**src/rtl/sys_bus_arbiter_if.sv**
```systemverilog
// rtl/sys_bus_arbiter_if.sv - cache-side and memory-side bus bundle for sys_bus_arbiter
interface sys_bus_arbiter_if #(
  parameter int ADDR_WIDTH = 32,
  parameter int DATA_WIDTH = 32
);
  logic                  i_strobe;
  logic                  i_rw;
  logic [ADDR_WIDTH-1:0] i_addr;
  logic [DATA_WIDTH-1:0] i_wdata;
  logic                  i_done;
  logic [DATA_WIDTH-1:0] i_rdata;

  logic                  d_strobe;
  logic                  d_rw;
  logic [ADDR_WIDTH-1:0] d_addr;
  logic [DATA_WIDTH-1:0] d_wdata;
  logic                  d_done;
  logic [DATA_WIDTH-1:0] d_rdata;

  logic                  mem_strobe;
  logic                  mem_rw;
  logic [ADDR_WIDTH-1:0] mem_addr;
  logic [DATA_WIDTH-1:0] mem_wdata;
  logic [DATA_WIDTH-1:0] mem_rdata;

  logic                  busy;
  logic                  grant_d;

  // arbiter side
  modport slave (
    input  i_strobe, i_rw, i_addr, i_wdata,
    input  d_strobe, d_rw, d_addr, d_wdata,
    input  mem_rdata,
    output i_done, i_rdata, d_done, d_rdata,
    output mem_strobe, mem_rw, mem_addr, mem_wdata,
    output busy, grant_d
  );

  // cache controllers plus memory model side
  modport master (
    output i_strobe, i_rw, i_addr, i_wdata,
    output d_strobe, d_rw, d_addr, d_wdata,
    output mem_rdata,
    input  i_done, i_rdata, d_done, d_rdata,
    input  mem_strobe, mem_rw, mem_addr, mem_wdata,
    input  busy, grant_d
  );
endinterface

```
**src/rtl/sys_bus_arbiter.sv**
```systemverilog
// rtl/sys_bus_arbiter.sv - round-robin I/D cache arbiter for the shared memory bus
module sys_bus_arbiter #(
  parameter int ADDR_WIDTH  = 32,
  parameter int DATA_WIDTH  = 32,
  parameter int WAIT_CYCLES = 2
) (
  input  logic               clock,
  input  logic               reset,
  sys_bus_arbiter_if.slave   bus
);

  localparam logic [3:0] WAIT_LOAD = 4'(WAIT_CYCLES);

  typedef enum logic [1:0] {
    S_IDLE  = 2'd0,
    S_ISSUE = 2'd1,
    S_WAIT  = 2'd2,
    S_DONE  = 2'd3
  } state_t;

  state_t state;
  state_t state_next;

  logic [3:0] wait_cnt;

  logic                  pend_i;
  logic                  i_rw_q;
  logic [ADDR_WIDTH-1:0] i_addr_q;
  logic [DATA_WIDTH-1:0] i_wdata_q;
  logic                  pend_d;
  logic                  d_rw_q;
  logic [ADDR_WIDTH-1:0] d_addr_q;
  logic [DATA_WIDTH-1:0] d_wdata_q;

  // grant_d_q doubles as last_grant: it names the most recent winner
  logic                  grant_d_q;
  logic                  mem_strobe_q;
  logic                  mem_rw_q;
  logic [ADDR_WIDTH-1:0] mem_addr_q;
  logic [DATA_WIDTH-1:0] mem_wdata_q;
  logic [DATA_WIDTH-1:0] i_rdata_q;
  logic [DATA_WIDTH-1:0] d_rdata_q;

  logic win_d;
  logic grant_fire;
  logic clear_i;
  logic clear_d;
  logic last_wait;
  logic done_i;
  logic done_d;
  logic busy_c;

  // Winner selection: a lone requester wins, a tie goes to the port that did not win last
  always_comb begin
    win_d      = pend_d && (!pend_i || !grant_d_q);
    grant_fire = (state == S_IDLE) && (pend_i || pend_d);
    clear_i    = (state == S_DONE) && !grant_d_q;
    clear_d    = (state == S_DONE) && grant_d_q;
    last_wait  = (state == S_WAIT) && (wait_cnt == 4'd1);
  end

  // State register
  always_ff @(posedge clock) begin
    if (reset) state <= S_IDLE;
    else       state <= state_next;
  end

  // Next-state logic
  always_comb begin
    state_next = state;
    case (state)
      S_IDLE:  if (pend_i || pend_d) state_next = S_ISSUE;
      S_ISSUE: state_next = S_WAIT;
      S_WAIT:  if (wait_cnt == 4'd1) state_next = S_DONE;
      S_DONE:  state_next = S_IDLE;
      default: state_next = S_IDLE;
    endcase
  end

  // State-decoded outputs: done pulse to the owner only, busy outside IDLE
  always_comb begin
    done_i = (state == S_DONE) && !grant_d_q;
    done_d = (state == S_DONE) && grant_d_q;
    busy_c = (state != S_IDLE);
  end

  // Wait-state counter, loaded in ISSUE and run down through WAIT
  always_ff @(posedge clock) begin
    if (reset)                  wait_cnt <= 4'd0;
    else if (state == S_ISSUE)  wait_cnt <= WAIT_LOAD;
    else if (state == S_WAIT)   wait_cnt <= wait_cnt - 4'd1;
  end

  // I-side request latch; a strobe landing on its own DONE cycle re-arms the port
  always_ff @(posedge clock) begin
    if (reset) begin
      pend_i    <= 1'b0;
      i_rw_q    <= 1'b0;
      i_addr_q  <= '0;
      i_wdata_q <= '0;
    end else if (bus.i_strobe && (!pend_i || clear_i)) begin
      pend_i    <= 1'b1;
      i_rw_q    <= bus.i_rw;
      i_addr_q  <= bus.i_addr;
      i_wdata_q <= bus.i_wdata;
    end else if (clear_i) begin
      pend_i    <= 1'b0;
    end
  end

  // D-side request latch, same rules as the I side
  always_ff @(posedge clock) begin
    if (reset) begin
      pend_d    <= 1'b0;
      d_rw_q    <= 1'b0;
      d_addr_q  <= '0;
      d_wdata_q <= '0;
    end else if (bus.d_strobe && (!pend_d || clear_d)) begin
      pend_d    <= 1'b1;
      d_rw_q    <= bus.d_rw;
      d_addr_q  <= bus.d_addr;
      d_wdata_q <= bus.d_wdata;
    end else if (clear_d) begin
      pend_d    <= 1'b0;
    end
  end

  // Grant and memory-side registers: loaded on the IDLE->ISSUE edge, held otherwise
  always_ff @(posedge clock) begin
    if (reset) begin
      grant_d_q    <= 1'b0;
      mem_strobe_q <= 1'b0;
      mem_rw_q     <= 1'b0;
      mem_addr_q   <= '0;
      mem_wdata_q  <= '0;
    end else if (grant_fire) begin
      grant_d_q    <= win_d;
      mem_strobe_q <= 1'b1;
      mem_rw_q     <= win_d ? d_rw_q    : i_rw_q;
      mem_addr_q   <= win_d ? d_addr_q  : i_addr_q;
      mem_wdata_q  <= win_d ? d_wdata_q : i_wdata_q;
    end else begin
      mem_strobe_q <= 1'b0;
    end
  end

  // Read data capture on the last wait cycle; writes leave the rdata registers alone
  always_ff @(posedge clock) begin
    if (reset) begin
      i_rdata_q <= '0;
      d_rdata_q <= '0;
    end else if (last_wait && !mem_rw_q) begin
      if (grant_d_q) d_rdata_q <= bus.mem_rdata;
      else           i_rdata_q <= bus.mem_rdata;
    end
  end

  assign bus.i_done     = done_i;
  assign bus.d_done     = done_d;
  assign bus.i_rdata    = i_rdata_q;
  assign bus.d_rdata    = d_rdata_q;
  assign bus.mem_strobe = mem_strobe_q;
  assign bus.mem_rw     = mem_rw_q;
  assign bus.mem_addr   = mem_addr_q;
  assign bus.mem_wdata  = mem_wdata_q;
  assign bus.busy       = busy_c;
  assign bus.grant_d    = grant_d_q;

endmodule

```
**src/flat_wrapper.sv**
```systemverilog
// flat-port wrapper written by rule: the top's interface ports become plain ports
module sys_bus_arbiter_flat 
#(
  parameter int ADDR_WIDTH  = 32,
  parameter int DATA_WIDTH  = 32,
  parameter int WAIT_CYCLES = 2
)
  (clock, reset, bus_i_strobe, bus_i_rw, bus_i_addr, bus_i_wdata, bus_d_strobe, bus_d_rw, bus_d_addr, bus_d_wdata, bus_mem_rdata, bus_i_done, bus_i_rdata, bus_d_done, bus_d_rdata, bus_mem_strobe, bus_mem_rw, bus_mem_addr, bus_mem_wdata, bus_busy, bus_grant_d);
  sys_bus_arbiter_if #(.ADDR_WIDTH(ADDR_WIDTH), .DATA_WIDTH(DATA_WIDTH)) bus_i ();
  input  logic clock;
  input  logic reset;
  input wire logic [$bits(bus_i.i_strobe)-1:0] bus_i_strobe;
  input wire logic [$bits(bus_i.i_rw)-1:0] bus_i_rw;
  input wire logic [$bits(bus_i.i_addr)-1:0] bus_i_addr;
  input wire logic [$bits(bus_i.i_wdata)-1:0] bus_i_wdata;
  input wire logic [$bits(bus_i.d_strobe)-1:0] bus_d_strobe;
  input wire logic [$bits(bus_i.d_rw)-1:0] bus_d_rw;
  input wire logic [$bits(bus_i.d_addr)-1:0] bus_d_addr;
  input wire logic [$bits(bus_i.d_wdata)-1:0] bus_d_wdata;
  input wire logic [$bits(bus_i.mem_rdata)-1:0] bus_mem_rdata;
  output wire logic [$bits(bus_i.i_done)-1:0] bus_i_done;
  output wire logic [$bits(bus_i.i_rdata)-1:0] bus_i_rdata;
  output wire logic [$bits(bus_i.d_done)-1:0] bus_d_done;
  output wire logic [$bits(bus_i.d_rdata)-1:0] bus_d_rdata;
  output wire logic [$bits(bus_i.mem_strobe)-1:0] bus_mem_strobe;
  output wire logic [$bits(bus_i.mem_rw)-1:0] bus_mem_rw;
  output wire logic [$bits(bus_i.mem_addr)-1:0] bus_mem_addr;
  output wire logic [$bits(bus_i.mem_wdata)-1:0] bus_mem_wdata;
  output wire logic [$bits(bus_i.busy)-1:0] bus_busy;
  output wire logic [$bits(bus_i.grant_d)-1:0] bus_grant_d;
  assign bus_i.i_strobe = bus_i_strobe;
  assign bus_i.i_rw = bus_i_rw;
  assign bus_i.i_addr = bus_i_addr;
  assign bus_i.i_wdata = bus_i_wdata;
  assign bus_i.d_strobe = bus_d_strobe;
  assign bus_i.d_rw = bus_d_rw;
  assign bus_i.d_addr = bus_d_addr;
  assign bus_i.d_wdata = bus_d_wdata;
  assign bus_i.mem_rdata = bus_mem_rdata;
  assign bus_i_done = bus_i.i_done;
  assign bus_i_rdata = bus_i.i_rdata;
  assign bus_d_done = bus_i.d_done;
  assign bus_d_rdata = bus_i.d_rdata;
  assign bus_mem_strobe = bus_i.mem_strobe;
  assign bus_mem_rw = bus_i.mem_rw;
  assign bus_mem_addr = bus_i.mem_addr;
  assign bus_mem_wdata = bus_i.mem_wdata;
  assign bus_busy = bus_i.busy;
  assign bus_grant_d = bus_i.grant_d;
  sys_bus_arbiter #(.ADDR_WIDTH(ADDR_WIDTH), .DATA_WIDTH(DATA_WIDTH), .WAIT_CYCLES(WAIT_CYCLES)) u_core (.clock(clock), .reset(reset), .bus(bus_i));
endmodule
```
**config.mk**
```make
export PLATFORM = sky130hd
export DESIGN_NAME = sys_bus_arbiter_flat
export DESIGN_NICKNAME = d
export VERILOG_FILES = /design/src/rtl/sys_bus_arbiter_if.sv /design/src/rtl/sys_bus_arbiter.sv /design/src/flat_wrapper.sv
export SDC_FILE = /design/constraint.sdc
export NUM_CORES = 1
export LEC_CHECK = 0
export ABC_AREA = 1
export CAP_MARGIN = 10
export CORE_ASPECT_RATIO = 0.6
export CORE_UTILIZATION = 30
export DETAILED_ROUTE_END_ITERATION = 8
export PLACE_DENSITY_LB_ADDON = 0.08
export SLEW_MARGIN = 10
export SYNTH_ARGS = -nofsm -noshare
export SYNTH_HDL_FRONTEND = slang
export SYNTH_SLANG_ARGS = --single-unit
```
**constraint.sdc**
```tcl
create_clock -name clock -period 1.7 [get_ports clock]
set_clock_uncertainty 0.15 [all_clocks]
set_input_delay 0.255 -clock clock [delete_from_list [all_inputs] [get_ports clock]]
set_output_delay 0.255 -clock clock [all_outputs]
set_load 0.03 [all_outputs]
```
==> flow_summary_export.csv <==
group,metric,value,unit
outcome,status,"complete, but fails checks",
outcome,violations,"setup timing",
cells_and_area,layout-area-overhead-vs-synth,54.7,%
yosys,synth_area,0.0118,mm2
yosys,synth_simple_gate_area_share,31.6,%
timing,drv_slew,0,
clock_network,numCtsBuffers,29,
detailed_routing,drtIter0Drc,612,
run,max_cap_viol_count,0,
yosys,synthMuxAreaShare,0,%
worst_hold_path,hp-class,"in -> reg",
placed_design,placed_cell_area,0.0159,mm2
timing,min_period_over_period,108,%
floorplan,die_area,0.0403,mm2
timing,fin_setup_tns,-8.75,ns
timing,finalSetupViolations,163,
floorplan,io_pins,300,
detailed_routing,wire_per_inst,15.0,um
global_route,grt_pass1_vias,11000,
detailed_routing,first_pass_iters,5,
worst_setup_path,startpoint_type,"flop",
worst_setup_path,cp_num_buf_inv,5,
worst_setup_path,path_cells,"ha_4 -> nand2_4 -> buf_6 -> a21boi_4 -> buf_12 -> buf_12 -> clkbuf_16 -> buf_8 -> nand2_2 -> nand2_2 -> nor2_2",
global_route,grt_pass1_wl,59.2,mm
worst_setup_path,worst_path_max_delay_cell,"dfxtp_4",
yosys,synth-main-ff-cell,"dfxtp_1",
worst_setup_path,critPathMaxStageDelay,0.39,ns
worst_setup_path,setup.worst_path.end_class,"flop",
yosys,synthAdderAreaFrac,0.739,%
placed_design,gp_congestion,0.816,
timing,hold_viol,0,
clock_network,clockRootBuffer,"clkbuf_16",
yosys,ys_seq_elements,269,
yosys,synth.most_common_cell,"nor2_1",
clock_network,cts_tree,"built",
pwr,ir_drop,0.851,mV
timing,worstMarginPinSlew,0.332,ns
clock_network,clkTransAtPathRegs,0.06,ns
placed_design,pre_cts_ws,-0.102,ns
yosys,yosys-top-cells-area,"dfxtp_1, nor2_1, nand2_1",
worst_setup_path,path_class,"reg -> reg",
detailed_routing,routed_wirelength,40.5,mm
worst_setup_path,crit_path_max_fanout,8,
global_route,grt_max_degree,62,
worst_setup_path,critPathTopFamily,"buffers and inverters",
worst_setup_path,r2r_slack,-0.14,ns
clock_network,holdBufCountCts,0,
yosys,syn_nets,2000,
worst_setup_path,cp.arrival,2.15,ns
detailed_routing,vias,11800,
yosys,synth_top_area_share,45.5,%
pwr,total_power,23.1,mW
cells_and_area,finalNetCount,2334,
yosys,synth-compound-area-share,7.36,%
cells_and_area,final_layout_size_suffix_gt1_share,20.4,%
pwr,p_leak,8.26,nW
clock_network,h-tree-depth,1,
yosys,synth_edf_count,0,
yosys,synth_warnings,0,
floorplan,core,0.0383,mm2
yosys,synth_top_family_by_area,"simple AND/OR/NAND/NOR gates",
floorplan,die_h,156,um
timing,fin_crit,1.84,ns
timing,slew_headroom,77.8,%
timing,finalWorstSetupSlack,-0.143,ns
yosys,ys_seq_area_share,45.5,%
cells_and_area,final_area,0.0183,mm2
detailed_routing,drc,0,
yosys,synthXorXnorAreaFrac,0,%
clock_network,clock-sinks,269,
placed_design,port_buffers,299,
worst_setup_path,critPathRequiredTime,2.01,ns
placed_design,hpwl,24.8,mm
floorplan,rows,55,
floorplan,die_x,259,um
yosys,synth_cells,1827,
global_route,grt.overflow.total,0,
yosys,syn_avg_cell_area,6.48,um2
detailed_routing,ant_nets,0,
clock_network,cts_buffer_depth,3,
yosys,synth_top_area_cell,"dfxtp_1",
timing,max_freq,0.543,GHz
yosys,synth_commonest_cells,"nor2_1, nand2_1, inv_1, dfxtp_1, o21ai_0",
floorplan,initial_utilization,31.0,%
yosys,async_flop_share,0,%
pwr,p_per_area,1260,mW/mm2
clock_network,clock_latency,0.56,ns
timing,timing.hold.ws,0.155,ns
global_route,track_usage,18.5,%
yosys,ys_types,23,
global_route,antenna_found_initial,1,
detailed_routing,vias_per_cell,4.36,
timing,rsz0062_at_grt,"yes",
routing by layer:
metal  vias to the layer above  GRT usage [%]  wire length, um
met5                         -              0                0
met4                         0           3.78              673
met3                        41           3.17             1860
met2                       220           28.9            17700
met1                      5397           26.4            20300
li1                       6093              -                -
cells by family after synthesis:
logic type      Yosys count
simple gates            947
compound gates          172
flops                   269
fa+ha+maj                 7
buf+inv                 432
what timing repair did:
action / in CTS / in global routing
hold endpoints to repair: 0 / 0
buffers inserted: 15 / 16
pin swaps: 42 / 137
setup endpoints to repair: 203 / 256
gates resized for setup: 462 / 247
cloned: 10 / 17
path summary, 6_finish.rpt:
path	end	from	depth (start not counted)
hold reg to reg	u_core.d_addr_q[5]	u_core.d_addr_q[5]	2
hold / removal	u_core.i_wdata_q[23]	bus_i_wdata[23]	5
setup / recovery	u_core.i_addr_q[23]	u_core.state[0]	11
setup reg to reg	u_core.i_addr_q[23]	u_core.state[0]	11
layout by cell type, fill, tap and decap left out, drive strengths merged:
master         count
a21boi             1
a21oi             23
a31oi              1
and3               1
buf              122
clkbuf            81
clkdlybuf4s15     89
clkdlybuf4s18      1
clkdlybuf4s50    165
clkinv             4
clkinvlp           1
dfxtp            269
diode              1
ha                 7
inv              324
nand2            373
nand3              2
nand4             66
nor2             502
nor3               2
o21ai            147
or2                1
worst min-delay path, stage by stage:
cell	delay [ns]
clkdlybuf4s50_1	0.40
inv_1	0.05
nand2_1	0.04
nand2_1	0.05
nor2_1	0.03
cell type report:
type / instances / area, um2
inverters: 323 / 1240
flip-flops and latches: 269 / 5390
repair buffers: 412 / 4840
well taps: 513 / 642
diodes: 1 / 2.50
clock buffers: 46 / 880
multi-input cells: 1126 / 5300
fillers: 3937 / 19900
clock inverters: 6 / 36.3
through the flow:
| step | cells | utilization, % |
|---|---|---|
| 6_report | 2696 | 47.9 |
| 3_5_place_dp | 2596 | 41.5 |
| 4_1_cts | 2671 | 45.9 |
| 2_1_floorplan | 1827 | - |
| 3_3_place_gp | 2596 | 41.5 |
| 5_1_grt | 2696 | 47.9 |
registers in the layout (all words and copies together), names as in the netlist, 2 cells and up:
register / flops
u_core.bus.d_rdata: 32
u_core.i_wdata_q: 32
u_core.bus.mem_wdata: 32
u_core.d_wdata_q: 32
u_core.wait_cnt: 4
u_core.state: 2
u_core.bus.mem_addr: 32
u_core.i_addr_q: 32
u_core.bus.i_rdata: 32
u_core.d_addr_q: 32
where the power goes:
part           switching (mW)  internal, mW  leakage [nW]
clock                    2.66          3.52         0.452
sequential              0.553          7.20          2.21
combinational            5.03          4.17          5.59
(Power assumes the default switching activity.)
